## src/rtl/modulo_counter.sv

```systemverilog
// Up/down modulo-N counter stage for the stopwatch datapath: load/clear, lap capture, sticky wrap flag.
// Optional registered BCD output built only when MODULO_COUNTER_BCD_EN is defined.
module modulo_counter #(
  parameter int unsigned WIDTH      = 7,
  parameter int unsigned MAX_VAL    = 99,
  parameter int unsigned BCD_DIGITS = 3
) (
  input  logic                    clk,
  input  logic                    rst,
  input  logic                    clr,
  input  logic                    load,
  input  logic [WIDTH-1:0]        load_val,
  input  logic                    en,
  input  logic                    up,
  input  logic                    lap,
  input  logic                    ovf_clr,
  output logic [WIDTH-1:0]        count,
  output logic                    carry,
  output logic [WIDTH-1:0]        lap_val,
  output logic                    lap_valid,
  output logic                    ovf_sticky,
  output logic [4*BCD_DIGITS-1:0] bcd
);

  localparam int unsigned     BCD_W = 4 * BCD_DIGITS;
  localparam logic [WIDTH-1:0] MAX_W = WIDTH'(MAX_VAL);

  if ((MAX_VAL == 0) || (64'(MAX_VAL) >= (64'd1 << WIDTH))) begin : g_bad_max
    $fatal(1, "modulo_counter: MAX_VAL must satisfy 1 <= MAX_VAL < 2**WIDTH");
  end

  logic             wrap_c;
  logic [WIDTH-1:0] load_clamp;
  logic [WIDTH-1:0] count_nxt;

  // Next count: clr > load > en > hold
  always_comb begin
    load_clamp = (load_val > MAX_W) ? MAX_W : load_val;
    wrap_c     = up ? (count == MAX_W) : (count == '0);
    count_nxt  = count;
    if (clr) begin
      count_nxt = '0;
    end else if (load) begin
      count_nxt = load_clamp;
    end else if (en) begin
      if (up) begin
        count_nxt = (count == MAX_W) ? '0 : count + WIDTH'(1);
      end else begin
        count_nxt = (count == '0) ? MAX_W : count - WIDTH'(1);
      end
    end
  end

  // Same-cycle cascade pulse so the next stage steps on this edge
  assign carry = en & ~clr & ~load & ~rst & wrap_c;

  always_ff @(posedge clk or posedge rst) begin
    if (rst) begin
      count      <= '0;
      lap_val    <= '0;
      lap_valid  <= 1'b0;
      ovf_sticky <= 1'b0;
    end else begin
      count     <= count_nxt;
      lap_valid <= lap;
      if (lap) begin
        lap_val <= count;
      end
      if (carry) begin
        ovf_sticky <= 1'b1;
      end else if (ovf_clr) begin
        ovf_sticky <= 1'b0;
      end
    end
  end

`ifdef MODULO_COUNTER_BCD_EN
  function automatic longint unsigned pow10(input int unsigned n);
    longint unsigned r;
    r = 64'd1;
    for (int unsigned k = 0; k < n; k++) begin
      r = r * 64'd10;
    end
    return r;
  endfunction

  localparam longint unsigned BCD_SPAN = pow10(BCD_DIGITS);

  if (BCD_SPAN <= 64'(MAX_VAL)) begin : g_bad_bcd
    $fatal(1, "modulo_counter: BCD_DIGITS too small for MAX_VAL");
  end

  logic [BCD_W-1:0] bcd_nxt;

  // Shift-and-add-3 conversion of the current count
  always_comb begin
    bcd_nxt = '0;
    for (int i = int'(WIDTH) - 1; i >= 0; i--) begin
      for (int unsigned d = 0; d < BCD_DIGITS; d++) begin
        if (bcd_nxt[4*d +: 4] >= 4'd5) begin
          bcd_nxt[4*d +: 4] = bcd_nxt[4*d +: 4] + 4'd3;
        end
      end
      bcd_nxt = {bcd_nxt[BCD_W-2:0], count[i]};
    end
  end

  always_ff @(posedge clk or posedge rst) begin
    if (rst) begin
      bcd <= '0;
    end else begin
      bcd <= bcd_nxt;
    end
  end
`else
  assign bcd = '0;
`endif

endmodule

```

## config.mk

```make
export PLATFORM = sky130hd
export DESIGN_NAME = modulo_counter
export DESIGN_NICKNAME = d
export VERILOG_FILES = /design/src/rtl/modulo_counter.sv
export SDC_FILE = /design/constraint.sdc
export NUM_CORES = 1
export LEC_CHECK = 0
export CORE_MARGIN = 3
export CORE_UTILIZATION = 36
export CTS_BUF_LIST = sky130_fd_sc_hd__clkbuf_2 sky130_fd_sc_hd__clkbuf_4 sky130_fd_sc_hd__clkbuf_8
export CTS_CLUSTER_SIZE = 16
export DETAILED_ROUTE_END_ITERATION = 10
export PLACE_DENSITY = 0.67
export RECOVER_POWER = 50
export SKIP_LAST_GASP = 1
export SLEW_MARGIN = 20
export SYNTH_ARGS = -nofsm -noshare
export SYNTH_HDL_FRONTEND = slang
export SYNTH_SLANG_ARGS = --single-unit
```

## constraint.sdc

```tcl
create_clock -name clk -period 3.7 [get_ports clk]
set_clock_uncertainty 0.15 [all_clocks]
set_input_delay 0.555 -clock clk [delete_from_list [all_inputs] [get_ports clk]]
set_output_delay 0.555 -clock clk [all_outputs]
set_load 0.02 [all_outputs]
```

==> results_dict.tcl, run 1 <==
set metrics [dict create \
    status "finished clean" \
    total_area_of_multi_input_combinational_cells_sq_um 643 \
    source_to_sink_clock_delay_at_the_later_pin_of_the_worst_skew_pair_ns 0.28 \
    power.total_w 0.000469 \
    synthTopCellsByArea "dfrtp_1, buf_4, mux2_2" \
    max-slew-margin-rel 0.614 \
    power.switching_w 0.000161 \
    fraction_of_power_spent_switching_nets 0.343 \
    crit_arrival_ns 2.60 \
    timing.critical_path.slowest_stage_cell "clkdlybuf4s50_1" \
    static_leakage_nw 0.612 \
    seqPwrFrac 0.441 \
    mostFrequentLayoutCell "clkdlybuf4s50_1" \
    maxCapViolations 0 \
    fp.dieH_um 62.9 \
    n_antenna_cell 0 \
    hold_path_depth 1 \
    intPower_w 0.000308 \
    path_clk_slew_ns 0.08 \
    cp.required_ns 2.99 \
    floorplan.initialDensity 0.378 \
    min_path_type "flip-flop to flip-flop" \
    hold_fix_buffer_count_after_cts 0 \
    grt_first_pass_wirelength_mm 4.96 \
    routabilityCongestion 0.944 \
    dieWidth_um 62.9 \
    tritoncts_num_sinks 16 \
    detail_route.wl_per_cell_um 14.4 \
    sequential_standard_cell_area_sq_um 400 \
    timing.final.hold_violations 0 \
    power.combinational.fraction 0.376 \
    root_buffer "clkbuf_4" \
    async_flop_share 1.00 \
    maximum_fanout_along_the_worst_path 14 \
    synthesis.area_per_instance_sq_um 8.82 \
    syn-cell-area_sq_um 1160 \
    synth-seq-area-share 0.344 \
    crit_type "flip-flop to output pin" \
    grt_remaining_overflow 0 \
    floorplan.io_pins 44 \
    layout.filler_cells 295 \
    final.min_clock_period_ns 3.31 \
    dieArea_sq_um 3950 \
    layout.cells.most_common_list "clkdlybuf4s50_1, dfrtp_1, conb_1, o21ai_0" \
    first_global_vias 1039 \
    nets 180 \
    max_freq_mhz 302 \
    grt_start_max_net_pins 17 \
    initial_drc_count 55 \
    numPortBuffers 31 \
    cts.repair.resized 0 \
    post_synth_inst_count 132 \
    synth.yosys.warnings 0 \
    vias 1070 \
    timing.final.max_slew_violations 0 \
    share_clk_of_total_power 0.183 \
    power_per_cell_area_nw_per_um2 314 \
    setup_total_negative_slack_ns 0 \
    antenna_found_initial 0 \
    gr-usage-all-layers 0.156 \
    synth-seq-cells 16 \
    placeableCoreArea_sq_um 3080 \
    critical_path.max_stage_delay_ns 0.64 \
    post_route_cells_drive_above_1_share 0.119 \
    wirelength_mm 2.95 \
    path_cells "or4_4 -> nor3_4 -> a21oi_2 -> nor3_2 -> clkdlybuf4s50_1" \
    start_kind "flip-flop" \
    std_cell_rows 20 \
    synth_largest_area_cell "dfrtp_1" \
    cts-buffers-inserted 3 \
    ctsLongestPathBuffers 2 \
    rsz0062_at_grt "no" \
    postRouteAntennaNets 0 \
    synth_top_cell_area_share 0.344 \
    ctsHtreeMaxLevel 1 \
    setup_violations 0 \
    yosys_most_used_dff "dfrtp_1" \
    final_min_period_over_clock_period 0.894 \
    post_cts_buffers 0 \
    drtPass1Iterations 4 \
    vdd.ir_drop.worst_uv 208 \
    critical_path.endpoint_type "output pin" \
    area_delta_synth_final_pct 28.0 \
    worstMarginPinSlew_ns 0.578 \
    yosys.cell_types.count 41 \
    rr_worst_depth 8 \
    synth-edff-count 0 \
    drt_drc_violations_left 0 \
    routed_via_density 5.25 \
    place_hpwl_mm 2.33 \
    tritoncts_clock_tree "built" \
]
critical path, delay by kind of cell (launching register included):
kind | cells | cell delay, ns
AO/OA/AOI/OAI | 1 | 0.09
buffers and inverters | 1 | 0.64
flip-flops | 1 | 0.52
AND/OR/NAND/NOR | 3 | 1.08
cell type report:
type                            count  share of cell area
Tap cell                           44              0.0369
Sequential cell                    16               0.268
Multi-Input combinational cell     98               0.431
Clock buffer                        3              0.0151
Inverter                            8              0.0201
Timing Repair Buffer               35               0.228
through the flow:
step	util	cells	hold slack [ns]	instance area (sq um)	worst slack, ns
3_3_place_gp	0.477	201	0.337	1470	0.748
5_1_grt	0.485	204	0.379	1490	0.272
4_1_cts	0.485	204	0.363	1490	0.364
2_1_floorplan	-	143	0.319	1210	1.22
6_report	0.485	204	0.358	1490	0.394
3_5_place_dp	0.477	201	0.349	1470	0.694
metal layers:
layer,share of wire,global-route usage
met2,0.51,0.262
met1,0.40,0.202
met3,0.075,0.0396
met4,0.013,0.0275
met5,0,0
sequential cells by signal, indices dropped and copies added (netlist names):
name,count
count,7
lap_val,7
lap_valid,1
ovf_sticky,1
power by group through the flow:
| stage | clock (W) | sequential [W] | combinational (W) |
|---|---|---|---|
| detailed placement | 0 | 0.000210 | 0.000176 |
| global placement | 0 | 0.000210 | 0.000175 |
| CTS | 0.0000900 | 0.000207 | 0.000176 |
| finish | 0.0000856 | 0.000207 | 0.000176 |
| global route | 0.0000968 | 0.000210 | 0.000190 |
| floorplan | 0 | 0.000226 | 0.0000994 |
logic make-up after synthesis:
kind of cell,Yosys count,synth area share
adder cells (fa/ha/maj),3,0.0322
buffers and inverters,29,0.140
XOR/XNOR,3,0.0226
AND/OR/NAND/NOR,37,0.196
other,1,0.00322
AO/OA/AOI/OAI,36,0.195
multiplexers,7,0.0677
flip-flops,16,0.344
synthesized netlist by cell type, drive strengths merged, types with 3 or more instances:
library cell and number:
nand2 8, clkbuf 7, nor2 5, o21ai 10
a31oi 6, dfrtp 16, mux2 7, buf 14
a21oi 8, xnor2 3, nor3 6, inv 8
ha 3, nand3 4, nor3b 4
worst paths after layout:
kind / from / end / slack [ns]
setup / recovery: count[2] / carry / 0.39
hold / removal: lap_val[4] / lap_val[4] / 0.36
setup reg to reg: count[1] / count[4] / 1.49
hold reg to reg: lap_val[4] / lap_val[4] / 0.36
max in group asynchronous: rst / lap_val[1] / 2.37
min in group asynchronous: rst / lap_val[2] / 0.66
No activity file was read; power rests on OpenSTA's default activity.
==> run 2: changes to the inputs <==
--- a/config.mk
+++ b/config.mk
@@ -12,6 +12,7 @@
 export DETAILED_ROUTE_END_ITERATION = 10
 export PLACE_DENSITY = 0.67
 export RECOVER_POWER = 50
+export REMOVE_ABC_BUFFERS = 1
 export SKIP_LAST_GASP = 1
 export SLEW_MARGIN = 20
 export SYNTH_ARGS = -nofsm -noshare
==> run 2 against run 1 <==
Via count grew 1.5%. Power grew 5.9%. Largest cell class unchanged. Final cell count grew 0.49%. Die area is the same. Critical endpoint unchanged. Highest routed layer unchanged. Register-to-register slack gained 0.07 ns. Hold slack lost 0.010 ns. Count of clock-buffer cells in the layout grew 1.
==> results_dict.tcl, run 2 (synthesis results as in run 1) <==
set metrics [dict create \
    rsz0062_at_grt "no" \
    cts.repair.resized 0 \
    cp.required_ns 2.99 \
    min_path_type "flip-flop to flip-flop" \
    power_per_cell_area_nw_per_um2 330 \
    initial_drc_count 51 \
    worstMarginPinSlew_ns 0.584 \
    nets 180 \
    post_route_cells_drive_above_1_share 0.124 \
    final_min_period_over_clock_period 0.884 \
    tritoncts_num_sinks 16 \
    dieArea_sq_um 3950 \
    setup_violations 0 \
    cts-buffers-inserted 3 \
    layout.cells.most_common_list "clkdlybuf4s50_1, dfrtp_1, conb_1, o21ai_0" \
    start_kind "flip-flop" \
    path_clk_slew_ns 0.09 \
    source_to_sink_clock_delay_at_the_later_pin_of_the_worst_skew_pair_ns 0.28 \
    post_cts_buffers 0 \
    max_freq_mhz 306 \
    tritoncts_clock_tree "built" \
    drt_drc_violations_left 0 \
    dieWidth_um 62.9 \
    timing.critical_path.slowest_stage_cell "clkdlybuf4s50_1" \
    postRouteAntennaNets 0 \
    layout.filler_cells 313 \
    maximum_fanout_along_the_worst_path 12 \
    fp.dieH_um 62.9 \
    floorplan.io_pins 44 \
    crit_arrival_ns 2.57 \
    numPortBuffers 31 \
    total_area_of_multi_input_combinational_cells_sq_um 643 \
    power.total_w 0.000496 \
    path_cells "or4_4 -> nor3_4 -> a21oi_2 -> nor3_2 -> clkdlybuf4s50_1" \
    vdd.ir_drop.worst_uv 186 \
    setup_total_negative_slack_ns 0 \
    mostFrequentLayoutCell "clkdlybuf4s50_1" \
    antenna_found_initial 0 \
    critical_path.endpoint_type "output pin" \
    status "finished clean" \
    crit_type "flip-flop to output pin" \
    drtPass1Iterations 4 \
    grt_remaining_overflow 0 \
    timing.final.max_slew_violations 0 \
    detail_route.wl_per_cell_um 14.0 \
    vias 1086 \
    sequential_standard_cell_area_sq_um 400 \
    place_hpwl_mm 2.20 \
    wirelength_mm 2.86 \
    final.min_clock_period_ns 3.27 \
    ctsLongestPathBuffers 2 \
    n_antenna_cell 0 \
    area_delta_synth_final_pct 29.2 \
    std_cell_rows 20 \
    timing.final.hold_violations 0 \
    hold_fix_buffer_count_after_cts 0 \
    routed_via_density 5.30 \
    placeableCoreArea_sq_um 3080 \
    static_leakage_nw 0.620 \
    routabilityCongestion 0.932 \
    grt_start_max_net_pins 17 \
    critical_path.max_stage_delay_ns 0.64 \
    first_global_vias 1028 \
    ctsHtreeMaxLevel 1 \
    root_buffer "clkbuf_4" \
    floorplan.initialDensity 0.378 \
    gr-usage-all-layers 0.148 \
    maxCapViolations 0 \
    max-slew-margin-rel 0.610 \
    grt_first_pass_wirelength_mm 4.82 \
    reg.largest.list "count (7), lap_val (7)" \
]
[run 2: changes by cell type in the layout (fill, tap and decap cells not counted), sizes merged]
cell,previous run,this run
clkbuf,3,4
[run 2: stage by stage]
stage                     setup WS [ns]  area (sq um)  instances  utilization  hold WS (ns)
after floorplan                    1.22          1070        122            -         0.319
after global routing              0.208          1510        205        0.489         0.384
after global placement            0.729          1470        201        0.477         0.325
final                             0.428          1510        205        0.489         0.347
after detailed placement          0.694          1470        201        0.477         0.335
after CTS                         0.407          1510        205        0.489         0.357
[run 2: metal layers]
layer | wire length (um) | share of wire | track usage
met1 | 1270 | 0.44 | 0.199
met2 | 1330 | 0.46 | 0.231
met3 | 231 | 0.081 | 0.0432
met4 | 31 | 0.011 | 0.0413
met5 | 0 | 0 | 0
[run 2: final cells by class]
type / count / share of cell area
multi-input combinational: 98 / 0.427
sequential: 16 / 0.266
timing repair buffer: 35 / 0.226
tap: 44 / 0.0366
clock buffer: 4 / 0.0241
inverter: 8 / 0.0200
[run 2: critical path, delay by kind of cell, from the launching register on]
family,cells,cell delay [ns]
buffers and inverters,1,0.64
DFF,1,0.53
and+or+nand+nor,3,1.04
AOI/OAI and AO/OA,1,0.08
[run 2: report_power, final]
| part | switching, W | leakage (nW) | internal (W) | total, W |
|---|---|---|---|---|
| logic | 0.0000954 | 0.389 | 0.0000800 | 0.000175 |
| clock network | 0.0000549 | 0.0210 | 0.0000599 | 0.000115 |
| registers | 0.0000161 | 0.210 | 0.000190 | 0.000206 |
| total | 0.000166 | 0.620 | 0.000330 | 0.000496 |
[run 2: final timing paths]
check / startpoint / endpoint / slack [ns] / cells after the start
setup reg to reg: count[0] / count[4] / 1.56 / 8
max in group asynchronous: rst / lap_val[2] / 2.37 / 2
hold reg to reg: ovf_sticky / ovf_sticky / 0.35 / 1
setup / recovery: count[3] / carry / 0.43 / 5
min in group asynchronous: rst / lap_val[0] / 0.65 / 2
hold / removal: ovf_sticky / ovf_sticky / 0.35 / 1
